$ cat config.mk
export PLATFORM = sky130hd
export DESIGN_NAME = seven_segment_scanner_flat
export DESIGN_NICKNAME = d
export VERILOG_FILES = /design/src/rtl/seven_segment_scanner_if.sv /design/src/rtl/seven_segment_scanner.sv /design/src/flat_wrapper.sv
export SDC_FILE = /design/constraint.sdc
export NUM_CORES = 1
export LEC_CHECK = 0
export CAP_MARGIN = 15
export CELL_PAD_IN_SITES_DETAIL_PLACEMENT = 0
export CELL_PAD_IN_SITES_GLOBAL_PLACEMENT = 1
export CORE_MARGIN = 10
export CORE_UTILIZATION = 42
export DETAILED_ROUTE_END_ITERATION = 6
export GPL_TIMING_DRIVEN = 0
export PLACE_DENSITY_LB_ADDON = 0.1
export SLEW_MARGIN = 20
export SYNTH_ARGS = -nofsm -noshare
export SYNTH_HDL_FRONTEND = slang
export SYNTH_SLANG_ARGS = --single-unit
$ cat constraint.sdc
create_clock -name clk -period 5 [get_ports clk]
set_clock_uncertainty 0.05 [all_clocks]
set_input_delay 0.75 -clock clk [delete_from_list [all_inputs] [get_ports clk]]
set_output_delay 0.75 -clock clk [all_outputs]
set_load 0.01 [all_outputs]
$ cat src/rtl/seven_segment_scanner_if.sv
// Segment-scanner bus: decoder-side inputs and board-side outputs of the
// two-digit multiplexed seven-segment display stage.
interface seven_segment_scanner_if;
    logic       enable;
    logic [6:0] tens_digit;
    logic [6:0] ones_digit;
    logic [6:0] seg_out;
    logic [1:0] digit_en;
    logic       frame_done;

    // Driver side: requests scanning and supplies the two segment patterns.
    modport master (
        output enable,
        output tens_digit,
        output ones_digit,
        input  seg_out,
        input  digit_en,
        input  frame_done
    );

    // Scanner side: consumes the patterns and drives the shared display pins.
    modport slave (
        input  enable,
        input  tens_digit,
        input  ones_digit,
        output seg_out,
        output digit_en,
        output frame_done
    );
endinterface

$ cat src/rtl/seven_segment_scanner.sv
// seven_segment_scanner: time-multiplexes a tens and a ones segment pattern
// onto one shared 7-bit bus with a one-hot digit enable. Both patterns are
// latched together at each frame start so a displayed pair is always coherent,
// and optional dark slots between digits keep one digit from ghosting onto the
// other. Every output comes straight from a flop.
module seven_segment_scanner #(
    parameter int unsigned DIGIT_CYCLES = 4,
    parameter int unsigned BLANK_CYCLES = 1
) (
    input  logic                  clk,
    input  logic                  rst_n,
    seven_segment_scanner_if.slave bus
);

    // Counter must hold DIGIT_CYCLES-1 and BLANK_CYCLES-1; never narrower than 1 bit.
    localparam int unsigned SPAN_DB = (DIGIT_CYCLES > BLANK_CYCLES) ? DIGIT_CYCLES : BLANK_CYCLES;
    localparam int unsigned SPAN    = (SPAN_DB > 2) ? SPAN_DB : 2;
    localparam int          CNT_W   = $clog2(SPAN);
    localparam bit          HAS_BLANK = (BLANK_CYCLES != 0);

    localparam logic [CNT_W-1:0] DIGIT_LOAD = CNT_W'(DIGIT_CYCLES - 1);
    localparam logic [CNT_W-1:0] BLANK_LOAD = HAS_BLANK ? CNT_W'(BLANK_CYCLES - 1) : '0;

    localparam logic [2:0] ST_IDLE    = 3'd0;
    localparam logic [2:0] ST_TENS_ON = 3'd1;
    localparam logic [2:0] ST_BLANK_A = 3'd2;
    localparam logic [2:0] ST_ONES_ON = 3'd3;
    localparam logic [2:0] ST_BLANK_B = 3'd4;

    logic [2:0]       state;
    logic [2:0]       state_nxt;
    logic [CNT_W-1:0] cnt;
    logic [CNT_W-1:0] cnt_nxt;
    logic [6:0]       tens_lat;
    logic [6:0]       tens_nxt;
    logic [6:0]       ones_lat;
    logic [6:0]       ones_nxt;
    logic             frame_end;
    logic             final_nxt;

    logic [6:0]       seg_p0;
    logic [1:0]       digit_en_p0;
    logic             frame_done_p0;

    // Next-state, slot counter and frame-start latching decisions.
    always_comb begin
        state_nxt = state;
        cnt_nxt   = cnt;
        tens_nxt  = tens_lat;
        ones_nxt  = ones_lat;
        frame_end = 1'b0;

        case (state)
            ST_IDLE: begin
            end
            ST_TENS_ON: begin
                if (cnt == '0) begin
                    if (HAS_BLANK) begin
                        state_nxt = ST_BLANK_A;
                        cnt_nxt   = BLANK_LOAD;
                    end else begin
                        state_nxt = ST_ONES_ON;
                        cnt_nxt   = DIGIT_LOAD;
                    end
                end else begin
                    cnt_nxt = cnt - 1'b1;
                end
            end
            ST_BLANK_A: begin
                if (cnt == '0) begin
                    state_nxt = ST_ONES_ON;
                    cnt_nxt   = DIGIT_LOAD;
                end else begin
                    cnt_nxt = cnt - 1'b1;
                end
            end
            ST_ONES_ON: begin
                if (cnt == '0) begin
                    if (HAS_BLANK) begin
                        state_nxt = ST_BLANK_B;
                        cnt_nxt   = BLANK_LOAD;
                    end else begin
                        frame_end = 1'b1;
                    end
                end else begin
                    cnt_nxt = cnt - 1'b1;
                end
            end
            ST_BLANK_B: begin
                if (cnt == '0) begin
                    frame_end = 1'b1;
                end else begin
                    cnt_nxt = cnt - 1'b1;
                end
            end
            default: begin
                state_nxt = ST_IDLE;
                cnt_nxt   = '0;
            end
        endcase

        // enable only matters while idle or on the edge that closes a frame;
        // a drop or glitch anywhere else is ignored and the frame completes.
        if ((state == ST_IDLE) || frame_end) begin
            if (bus.enable) begin
                state_nxt = ST_TENS_ON;
                cnt_nxt   = DIGIT_LOAD;
                tens_nxt  = bus.tens_digit;
                ones_nxt  = bus.ones_digit;
            end else begin
                state_nxt = ST_IDLE;
                cnt_nxt   = '0;
            end
        end
    end

    // Output decode of the upcoming state so the registered outputs line up with it.
    always_comb begin
        seg_p0      = '0;
        digit_en_p0 = 2'b00;
        case (state_nxt)
            ST_TENS_ON: begin
                seg_p0      = tens_nxt;
                digit_en_p0 = 2'b10;
            end
            ST_ONES_ON: begin
                seg_p0      = ones_nxt;
                digit_en_p0 = 2'b01;
            end
            default: begin
            end
        endcase
        final_nxt     = HAS_BLANK ? (state_nxt == ST_BLANK_B) : (state_nxt == ST_ONES_ON);
        frame_done_p0 = final_nxt && (cnt_nxt == '0);
    end

    // Control state: FSM, slot counter and the coherent pattern latches.
    always_ff @(posedge clk or negedge rst_n) begin
        if (!rst_n) begin
            state    <= ST_IDLE;
            cnt      <= '0;
            tens_lat <= '0;
            ones_lat <= '0;
        end else begin
            state    <= state_nxt;
            cnt      <= cnt_nxt;
            tens_lat <= tens_nxt;
            ones_lat <= ones_nxt;
        end
    end

    // p0 -> output registers: pins change only on clock edges or async reset.
    always_ff @(posedge clk or negedge rst_n) begin
        if (!rst_n) begin
            bus.seg_out    <= '0;
            bus.digit_en   <= 2'b00;
            bus.frame_done <= 1'b0;
        end else begin
            bus.seg_out    <= seg_p0;
            bus.digit_en   <= digit_en_p0;
            bus.frame_done <= frame_done_p0;
        end
    end

endmodule

$ cat src/flat_wrapper.sv
// flat-port wrapper written by rule: the top's interface ports become plain ports
module seven_segment_scanner_flat 
#(
    parameter int unsigned DIGIT_CYCLES = 4,
    parameter int unsigned BLANK_CYCLES = 1
)
  (clk, rst_n, bus_enable, bus_tens_digit, bus_ones_digit, bus_seg_out, bus_digit_en, bus_frame_done);
  seven_segment_scanner_if bus_i ();
  input  logic clk;
  input  logic rst_n;
  input wire logic [$bits(bus_i.enable)-1:0] bus_enable;
  input wire logic [$bits(bus_i.tens_digit)-1:0] bus_tens_digit;
  input wire logic [$bits(bus_i.ones_digit)-1:0] bus_ones_digit;
  output wire logic [$bits(bus_i.seg_out)-1:0] bus_seg_out;
  output wire logic [$bits(bus_i.digit_en)-1:0] bus_digit_en;
  output wire logic [$bits(bus_i.frame_done)-1:0] bus_frame_done;
  assign bus_i.enable = bus_enable;
  assign bus_i.tens_digit = bus_tens_digit;
  assign bus_i.ones_digit = bus_ones_digit;
  assign bus_seg_out = bus_i.seg_out;
  assign bus_digit_en = bus_i.digit_en;
  assign bus_frame_done = bus_i.frame_done;
  seven_segment_scanner #(.DIGIT_CYCLES(DIGIT_CYCLES), .BLANK_CYCLES(BLANK_CYCLES)) u_core (.clk(clk), .rst_n(rst_n), .bus(bus_i));
endmodule
==> out/metrics.csv, run 1 <==
stage;metric;value;unit
route;Routed WL per cell;14.0;um
setup_path;worst-path cell chain;clkdlybuf4s50_1 -> nor3b_2 -> nand2b_1 -> buf_6 -> buf_8 -> mux2i_1 -> o22ai_1;
grt;largest net degree at the start of global routing;30;
cts;CTS hold repair buffers;0;
cts;Resize count post-CTS;0;
route;number of nets with antenna violations after routing;0;
cts;Max Buffers Root-to-Sink;2;
cts;TritonCTS clock tree;done;
synth;ys async rst share;100;%
floorplan;# rows;20;
grt;antenna violations before repair;0;
layout;share of layout cells above drive strength 1;13.1;%
cts;Clock Pin Slew Worst Setup and Hold Paths;0.09;ns
floorplan;core region area;3030;sq um
floorplan;num ports;27;
setup_path;crit path kind;in2reg;
place;GP Congestion;0.838;
floorplan;Die X;76.2;um
route;initial drt markers;34;
layout;register area;726;sq um
route;Via-to-Cell Ratio;4.84;
place;dpl hpwl;1940;um
setup_path;Top Family by Delay on Critical Path;buffers and inverters;
synth;Top FF cell, synth;dfrtp_1;
floorplan;die footprint;5810;sq um
grt;vias in the first global route;925;
place;placed insts;181;
layout;fill count;280;
power_and_ir_drop;pwr dens;624;nW/um^2
route;DRC viols;0;
setup_path;worst endpoint required time;5.13;ns
route;DRT Pass-1 Iters;2;
setup_path;Worst Setup End Kind;flip-flop;
worst_hold_path;min-delay worst type;in2async;
sta;Final Max Slew Viols;0;
setup_path;CP max FO;10;
cts;setup bufs post-CTS;0;
sta;final setup margin;2.84;ns
sta;Slew @ Worst Pin;0.602;ns
setup_path;CP Launch Type;input pin;
synth;Post-Syn Nets;133;
synth;share of the yosys chip area belonging to registers;54.7;%
layout;layout net count;166;
synth;post-synth top area share;54.7;%
grt;global-route usage over all layers;9.53;%
run;max-cap violations;0;
route;Total Routed Length;2650;um
setup_path;buffers and inverters on the worst path;3;
power_and_ir_drop;Static Leak;0.000887;uW
place;dpl ws;2.49;ns
sta;Peak Freq;462;MHz
cts;clk root buf;clkbuf_4;
layout;area of the multi-input gates;485;sq um
synth;Synth area leader;dfrtp_1;
floorplan;DIE HEIGHT;76.2;um
synth;top cells by area, synth;dfrtp_1 55%, mux2i_1 11%, inv_1 5.4%;
grt;global route total overflow;0;
layout;Diodes inserted;0;
synth;Yosys reg bits;29;
layout;Non-Filler Instances;189;
synth;Post-Syn Instances;111;
synth;Post-synth EDFFs;0;
cts;CTS sink cnt;29;
synth;Netlist Area Pre-Place;1330;sq um
cts;clk_lat worst skew;0.31;ns
route;total number of vias;915;
floorplan;Starting Density;43.8;%
setup_path;Arr. time, crit path;2.29;ns
cts;TritonCTS buffer count;5;
run_status;outcome;complete, no violations;
setup_path;CP max stage cell;clkdlybuf4s50_1;
power_and_ir_drop;Peak VDD IR;374;uV
synth;mean cell area of the mapped netlist;11.9;sq um
sta;endpoints failing hold;0;
layout;Layout area overhead;29.8;%
sta;setup tns final;0;ns
synth;Synth cell types;33;
sta;fin crit period;2.16;ns
sta;unrepaired setup endpoints after global routing;no;
synth;synth warn;0;
setup_path;CP peak stage delay;0.53;ns
sta;final setup vio count;0;
grt;first-pass GRT wire length;4530;um
sta;headroom to the max-slew limit;59.9;%
cts;CTS H-tree depth;2;
sta;fin crit share;43.3;%
place;Buffers on Ports;26;
synth_stat cells (2+ instances only):
master	number
nor2b_1	3
dfrtp_1	29
and2_1	2
mux2i_1	14
a22oi_1	2
nand2b_1	2
buf_2	2
inv_1	19
ha_1	5
a21oi_1	2
nor2_1	2
o22ai_1	7
o32ai_1	2
layer usage:
layer	up-vias	wire length [um]	share of wire, %	track usage [%]
li1	443	-	-	-
met1	448	1240	47	12.2
met2	19	1260	47	13.9
met3	5	117	4.4	3.30
met4	0	34	1.3	4.46
met5	-	0	0	0
flip-flops by register name (all words and copies together) (netlist names):
name,cells
u_core.ones_lat,7
u_core.tens_lat,7
u_core.cnt,2
u_core.bus.seg_out,7
u_core.bus.digit_en,2
u_core.state,3
u_core.bus.frame_done,1
final timing paths:
kind                                    start                     to  slack (ns)  depth (start not counted)
max                                bus_enable  u_core.bus.seg_out[6]        2.84                          7
min                                     rst_n  u_core.bus.seg_out[0]        0.38                          1
max reg2reg                     u_core.cnt[0]  u_core.bus.seg_out[6]        2.94                          9
min reg2reg                u_core.tens_lat[4]     u_core.tens_lat[4]        0.44                          2
max in group asynchronous               rst_n        u_core.state[0]        4.13                          1
min in group clk           u_core.tens_lat[4]     u_core.tens_lat[4]        0.44                          2
cell usage in the layout, fill, tap and decap left out, types with 2 or more instances in the layout:
cell / netlist / final
nor2b_1: 3 / 3
buf_2: 2 / 3
a22oi_1: 2 / 2
clkdlybuf4s50_1: 0 / 25
dfrtp_1: 29 / 29
ha_1: 5 / 5
mux2i_1: 14 / 14
clkbuf_4: 0 / 5
nand2b_1: 2 / 2
inv_1: 19 / 19
o32ai_1: 2 / 2
a21oi_1: 2 / 2
nor2_1: 2 / 2
o22ai_1: 7 / 7
and2_1: 2 / 2
final cells by class:
cell class | instances | share of cell area, %
well taps | 44 | 3.20
clock inverters | 1 | 1.74
inverters | 19 | 4.14
clock buffers | 7 | 3.20
repair buffers | 26 | 14.8
flip-flops and latches | 29 | 42.2
plain buffers | 5 | 2.54
multi-input cells | 58 | 28.2
cell families after synthesis:
kind of cell               Yosys count  synth area share [%]
AOI/OAI and AO/OA                   22                  12.5
adders and majority gates            5                  4.72
buffers and inverters               24                  8.68
DFF                                 29                  54.7
muxes                               14                  10.6
and+or+nand+nor                     17                  8.87
power breakdown:
group          leakage [uW]  internal (uW)  total [uW]  switching (uW)
combinational      0.000482            231         492             261
clock             0.0000455            119         195            75.8
sequential         0.000360            342         388            45.8
total              0.000887            693        1070             382
worst register-to-register path, cell delays in order, from the launching register on:
cell	delay, ns
dfrtp_1	0.44
inv_1	0.11
ha_1	0.20
buf_2	0.18
nor2b_4	0.15
nand2b_1	0.13
buf_6	0.13
buf_8	0.16
mux2i_1	0.26
o22ai_1	0.11
metrics by stage:
step           power (uW)  area [sq um]  hold WS (ns)  util (%)
2_1_floorplan         730          1330         0.401         -
3_5_place_dp          890          1640         0.420      54.0
6_report             1070          1720         0.383      56.9
4_1_cts              1090          1720         0.392      56.9
5_1_grt              1170          1720         0.420      56.9
3_3_place_gp          873          1640         0.415      54.2
Note: power is estimated with default switching activity, not from simulation.
==> inputs of run 2 (changes only) <==
--- a/config.mk
+++ b/config.mk
@@ -9,7 +9,7 @@
 export CELL_PAD_IN_SITES_DETAIL_PLACEMENT = 0
 export CELL_PAD_IN_SITES_GLOBAL_PLACEMENT = 1
 export CORE_MARGIN = 10
-export CORE_UTILIZATION = 42
+export CORE_UTILIZATION = 39
 export DETAILED_ROUTE_END_ITERATION = 6
 export GPL_TIMING_DRIVEN = 0
 export PLACE_DENSITY_LB_ADDON = 0.1
==> constraint.sdc (replaced) <==
create_clock -name clk -period 2 [get_ports clk]
set_clock_uncertainty 0.05 [all_clocks]
set_input_delay 0.3 -clock clk [delete_from_list [all_inputs] [get_ports clk]]
set_output_delay 0.3 -clock clk [all_outputs]
set_load 0.01 [all_outputs]
==> run 2 against run 1 <==
- first-iteration DRC count rose by 41%
- power rose to 2.7 times the previous value
- critical path depth up 2
- critical endpoint is now u_core.bus.seg_out[2]
- highest routed layer unchanged
==> out/metrics.csv, run 2 (synthesis results as in run 1) <==
stage;metric;value;unit;change
run_status;outcome;complete, no violations;;unchanged
grt;global-route usage over all layers;9.54;%;was 9.53%
floorplan;core region area;3310;sq um;was 3030 sq um
layout;Layout area overhead;42.5;%;was 29.8%
setup_path;R2R Setup Slk;0.1;ns;was 2.94 ns
power_and_ir_drop;Peak VDD IR;628;uV;was 374 uV
cts;Max Buffers Root-to-Sink;2;;unchanged
setup_path;Arr. time, crit path;2.03;ns;was 2.29 ns
sta;Slew @ Worst Pin;0.627;ns;was 0.602 ns
layout;Diodes inserted;0;;unchanged
place;placed insts;183;;was 181
sta;unrepaired setup endpoints after global routing;no;;unchanged
sta;final setup vio count;0;;unchanged
sta;headroom to the max-slew limit;58.2;%;was 59.9%
route;Routed WL per cell;14.7;um;was 14.0 um
floorplan;die footprint;6130;sq um;was 5810 sq um
grt;global route total overflow;0;;unchanged
grt;first-pass GRT wire length;4490;um;was 4530 um
route;met3 routed WL;229;um;was 117 um
power_and_ir_drop;Static Leak;0.000917;uW;was 0.000887 uW
layout;layout net count;177;;was 166
floorplan;# rows;21;;was 20
route;Total Routed Length;2960;um;was 2650 um
cts;Clock Pin Slew Worst Setup and Hold Paths;0.09;ns;about the same
cts;clk root buf;clkbuf_4;;unchanged
sta;Fin Hold WS;0.440;ns;was 0.383 ns
grt;largest net degree at the start of global routing;30;;unchanged
route;number of nets with antenna violations after routing;0;;unchanged
place;Buffers on Ports;26;;unchanged
layout;most common cell after layout, fill and taps aside;dfrtp_1;;unchanged
route;Routed met2 length;1320;um;was 1260 um
run;max-cap violations;0;;unchanged
power_and_ir_drop;pwr dens;1540;nW/um^2;was 624 nW/um^2
layout;fill count;324;;was 280
cts;CTS sink cnt;29;;unchanged
sta;Peak Freq;526;MHz;
place;GP Congestion;0.765;;was 0.838
setup_path;CP max FO;9;;was 10
cts;CTS H-tree depth;2;;unchanged
route;Via-to-Cell Ratio;4.80;;was 4.84
floorplan;DIE HEIGHT;78.3;um;was 76.2 um
cts;TritonCTS buffer count;5;;unchanged
floorplan;Starting Density;40.1;%;was 43.8%
layout;share of layout cells above drive strength 1;23.2;%;was 13.1%
layout;most frequent cells in the layout;28 x dfrtp_1, 25 x clkdlybuf4s50_1, 19 x inv_1, 10 x buf_4;;was 29 x dfrtp_1, 25 x clkdlybuf4s50_1, 19 x inv_1, 14 x mux2i_1, 7 x o22ai_1
grt;vias in the first global route;938;;was 925
setup_path;crit path kind;reg2reg;;was in2reg
worst_hold_path;hold path cells;2;;
route;Max Used Layer;met4;;unchanged
grt;antenna violations before repair;0;;unchanged
sta;fin crit period;1.90;ns;
floorplan;num ports;27;;unchanged
route;wl on met1;1370;um;was 1240 um
setup_path;Worst R2R Start;u_core.cnt[0];;unchanged
cts;clk_lat worst skew;0.32;ns;was 0.31 ns
place;dpl hpwl;1970;um;was 1940 um
place;Placed Area;1640;sq um;about the same
cts;TritonCTS clock tree;done;;unchanged
sta;Final Max Slew Viols;0;;unchanged
setup_path;cells on worst reg2reg path;9;;unchanged
route;DRT Pass-1 Iters;5;;was 2
layout;design area;1890;sq um;was 1720 sq um
setup_path;CP Launch Type;flip-flop;;was input pin
power_and_ir_drop;Overall Power;2910;uW;was 1070 uW
worst_hold_path;min-delay worst type;reg2reg;;was in2async
floorplan;Die X;78.3;um;was 76.2 um
layout;Non-Filler Instances;201;;was 189
setup_path;worst endpoint required time;2.13;ns;was 5.13 ns
route;initial drt markers;48;;was 34
worst_hold_path;Worst Hold Endpoint;u_core.ones_lat[5];;
setup_path;end of the worst register-to-register path;u_core.bus.seg_out[2];;was u_core.bus.seg_out[6]
sta;fin crit share;95.1;%;
route;DRC viols;0;;unchanged
route;total number of vias;965;;was 915
sta;endpoints failing hold;0;;unchanged
setup_path;Worst Setup End Kind;flip-flop;;unchanged
worst_hold_path;hold path start;u_core.ones_lat[5];;
layout;largest registers;u_core.bus.seg_out: 7 flops, u_core.ones_lat: 7 flops, u_core.tens_lat: 7 flops;;unchanged
[run 2: worst max path at each step]
stage | from | cells after the start | end | slack (ns)
detailed placement | u_core.cnt[0] | 9 | u_core.bus.seg_out[1] | -0.04
global route | u_core.cnt[0] | 9 | u_core.bus.seg_out[2] | 0.001
finish | u_core.cnt[0] | 9 | u_core.bus.seg_out[2] | 0.1
global placement | bus_enable | 7 | u_core.bus.seg_out[3] | -0.03
CTS | u_core.cnt[0] | 9 | u_core.bus.seg_out[1] | 0.02
floorplan | u_core.cnt[0] | 9 | u_core.bus.seg_out[1] | 0.21
[run 2: worst max-delay path, cell delays in order (launching register included)]
cell and delay, ns:
dfrtp_1 0.37, inv_1 0.08, ha_1 0.19, buf_2 0.18, nor2b_4 0.13, nand2b_1 0.13
buf_6 0.13, clkbuf_16 0.17, mux2i_4 0.23, o22ai_1 0.09
[run 2: per-layer routing]
layer | up-vias | global-route usage [%]
li1 | 463 | -
met2 | 27 | 13.2
met5 | - | 0
met3 | 6 | 5.92
met1 | 469 | 11.5
met4 | 0 | 4.30
[run 2: metrics by stage]
step	setup TNS [ns]	utilization, %	setup WS, ns
2_1_floorplan	0	-	0.211
3_3_place_gp	-0.180	49.7	-0.0302
3_5_place_dp	-0.128	49.5	-0.0437
4_1_cts	0	51.7	0.0185
5_1_grt	0	57.1	0.00107
6_report	0	57.1	0.0980
[run 2: what timing repair did]
item                       CTS  global route
hold endpoints to repair    29             0
hold buffers                 1             0
gates resized for setup      1            15
cloned                       0             1
setup buffers                1             8
setup endpoints to repair    7            13
[run 2: cell type report]
type	count	area, sq um	share of cell area [%]
flip-flops and latches	29	727	38.5
well taps	46	57.6	3.05
multi-input cells	58	572	30.3
clock buffers	7	55.1	2.91
plain buffers	5	48.8	2.58
inverters	19	71.3	3.77
repair buffers	37	358	18.9
[run 2: power by group]
part           internal, uW  total [uW]  switching [uW]
logic                   816        1550             733
clock network           166         357             191
registers               859        1000             142
total                  1840        2910            1070
==> inputs of run 3 (changes only) <==
--- a/config.mk
+++ b/config.mk
@@ -9,7 +9,7 @@
 export CELL_PAD_IN_SITES_DETAIL_PLACEMENT = 0
 export CELL_PAD_IN_SITES_GLOBAL_PLACEMENT = 1
 export CORE_MARGIN = 10
-export CORE_UTILIZATION = 39
+export CORE_UTILIZATION = 30
 export DETAILED_ROUTE_END_ITERATION = 6
 export GPL_TIMING_DRIVEN = 0
 export PLACE_DENSITY_LB_ADDON = 0.1
==> run 3 against run 2 <==
- the run now ends with hold timing left
- clock power increased by 32%
- sequential share of layout area increased by 0.22 points
- global-route usage decreased by 1.7 points
- non-clock buffer count decreased by 8
- critical path depth decreased by 3
- combinational power about the same
- core utilization decreased by 14 points
- critical path type unchanged
- largest cell class unchanged
- largest power group unchanged
==> out/metrics.csv, run 3 (synthesis results as in run 1) <==
stage;metric;value;unit;change
layout;Non-Filler Instances;199;;was 201
layout;design area;1880;sq um;was 1890 sq um
cts;CTS H-tree depth;2;;unchanged
run;max-cap violations;0;;unchanged
cts;CTS hold repair buffers;0;;was 1
place;placed insts;189;;was 183
sta;Peak Freq;546;MHz;was 526 MHz
sta;headroom to the max-slew limit;57.9;%;was 58.2%
floorplan;# rows;24;;was 21
worst_hold_path;min-delay worst type;in2async;;was reg2reg
route;total number of vias;905;;was 965
sta;final setup margin;0.168;ns;was 0.0980 ns
sta;Final Max Slew Viols;0;;unchanged
run_status;outcome;finished, violations left;;was complete, no violations
place;GP Congestion;0.698;;was 0.765
setup_path;Worst Setup End Kind;flip-flop;;unchanged
grt;global-route usage over all layers;7.85;%;was 9.54%
setup_path;CP Launch Type;flip-flop;;unchanged
place;dpl hpwl;1960;um;was 1970 um
layout;share of layout cells above drive strength 1;21.1;%;was 23.2%
layout;register area;726;sq um;was 727 sq um
setup_path;Arr. time, crit path;1.92;ns;was 2.03 ns
route;Via-to-Cell Ratio;4.55;;was 4.80
route;DRC viols;0;;unchanged
route;Routed WL per cell;14.2;um;was 14.7 um
route;DRT Pass-1 Iters;4;;was 5
sta;fin crit period;1.83;ns;was 1.90 ns
place;Placed Area;1650;sq um;was 1640 sq um
route;initial drt markers;25;;was 48
layout;area of the multi-input gates;581;sq um;was 572 sq um
layout;Layout area overhead;41.4;%;was 42.5%
place;dpl ws;-0.0260;ns;was -0.0437 ns
floorplan;DIE HEIGHT;86.5;um;was 78.3 um
cts;clk_lat worst skew;0.27;ns;was 0.32 ns
sta;Slew @ Worst Pin;0.631;ns;was 0.627 ns
layout;most common cell after layout, fill and taps aside;dfrtp_1;;unchanged
power_and_ir_drop;Static Leak;0.000884;uW;was 0.000917 uW
sta;final setup vio count;0;;unchanged
cts;Clock Pin Slew Worst Setup and Hold Paths;0.06;ns;was 0.09 ns
cts;TritonCTS clock tree;done;;unchanged
power_and_ir_drop;Peak VDD IR;550;uV;was 628 uV
floorplan;Die X;86.5;um;was 78.3 um
layout;Diodes inserted;0;;unchanged
grt;vias in the first global route;954;;was 938
sta;fin crit share;91.6;%;was 95.1%
cts;clk root buf;clkbuf_8;;was clkbuf_4
layout;layout net count;169;;was 177
layout;most frequent cells in the layout;29 x dfrtp_1, 25 x clkdlybuf4s50_1, 19 x inv_1, 7 x o22ai_1, 6 x clkbuf_8;;was 28 x dfrtp_1, 25 x clkdlybuf4s50_1, 19 x inv_1, 10 x buf_4
power_and_ir_drop;pwr dens;1590;nW/um^2;was 1540 nW/um^2
floorplan;die footprint;7480;sq um;was 6130 sq um
route;number of nets with antenna violations after routing;0;;unchanged
floorplan;Starting Density;30.7;%;was 40.1%
place;Buffers on Ports;26;;unchanged
setup_path;CP max FO;9;;unchanged
cts;Max Buffers Root-to-Sink;2;;unchanged
route;Total Routed Length;2840;um;was 2960 um
sta;setup tns final;0;ns;unchanged
run_status;failing checks;hold timing;;
cts;TritonCTS buffer count;5;;unchanged
layout;largest registers;u_core.bus.seg_out: 7 flops, u_core.ones_lat: 7 flops, u_core.tens_lat: 7 flops;;unchanged
setup_path;crit path kind;reg2reg;;unchanged
grt;first-pass GRT wire length;4560;um;was 4490 um
cts;CTS sink cnt;29;;unchanged
floorplan;core region area;4320;sq um;was 3310 sq um
layout;fill count;428;;was 324
setup_path;worst endpoint required time;2.09;ns;was 2.13 ns
floorplan;num ports;27;;unchanged
grt;global route total overflow;0;;unchanged
sta;endpoints failing hold;8;;was 0
sta;Fin Hold WS;-0.00826;ns;was 0.440 ns
grt;largest net degree at the start of global routing;30;;unchanged
grt;antenna violations before repair;0;;unchanged
sta;unrepaired setup endpoints after global routing;no;;unchanged
[run 3: cell count changes in the layout (fill, tap and decap cells not counted), sizes merged]
| cell | change |
|---|---|
| dlygate4sd3 | -1 |
| buf | -7 |
[run 3: repair_timing]
action	in CTS	in global routing
cloned	0	1
setup endpoints to repair	7	12
resized for setup	2	16
buffers inserted	2	1
pin swaps	0	1
[run 3: final cells by class]
cell class,instances,share of cell area (%)
timing repair buffer,30,16.1
inverter,19,3.80
multi-input combinational,58,31.0
buffer,4,2.33
sequential,29,38.7
clock buffer,7,4.60
tap,52,3.47
[run 3: report_power, final]
| part | internal [uW] | leakage [uW] | switching [uW] |
|---|---|---|---|
| sequential | 860 | 0.000360 | 128 |
| clock | 272 | 0.0000443 | 200 |
| combinational | 777 | 0.000480 | 742 |
| total | 1910 | 0.000884 | 1070 |
[run 3: final timing paths]
kind	from	cells after the start	end	slack [ns]
setup / recovery	u_core.cnt[0]	6	u_core.bus.seg_out[2]	0.17
hold / removal	rst_n	1	u_core.cnt[0]	-0.008
setup reg to reg	u_core.cnt[0]	6	u_core.bus.seg_out[2]	0.17
hold reg to reg	u_core.tens_lat[0]	2	u_core.tens_lat[0]	0.43
max in group asynchronous	rst_n	1	u_core.state[0]	1.49
min in group clk	u_core.tens_lat[0]	2	u_core.tens_lat[0]	0.43
[run 3: routing by layer]
metal | global-route usage, % | up-vias | share of wire, %
met5 | 0 | - | 0
met4 | 3.98 | 0 | 1.3
met3 | 3.56 | 5 | 4.8
met2 | 12.2 | 20 | 52
met1 | 8.85 | 433 | 42
li1 | - | 447 | -
[run 3: per-stage QoR]
| step | utilization, % | total power, uW |
|---|---|---|
| after floorplan | - | 1820 |
| after global placement | 38.2 | 2210 |
| after detailed placement | 38.1 | 2220 |
| final | 43.4 | 2980 |
| after global routing | 43.4 | 3200 |
| after CTS | 40.6 | 2760 |
[run 3: worst max-delay path, cell delays in order (launching register included)]
cell and delay [ns]:
dfrtp_1 0.38, inv_1 0.10, ha_2 0.31, nand3b_1 0.10, a21oi_1 0.34, o21bai_4 0.27
o22ai_1 0.14
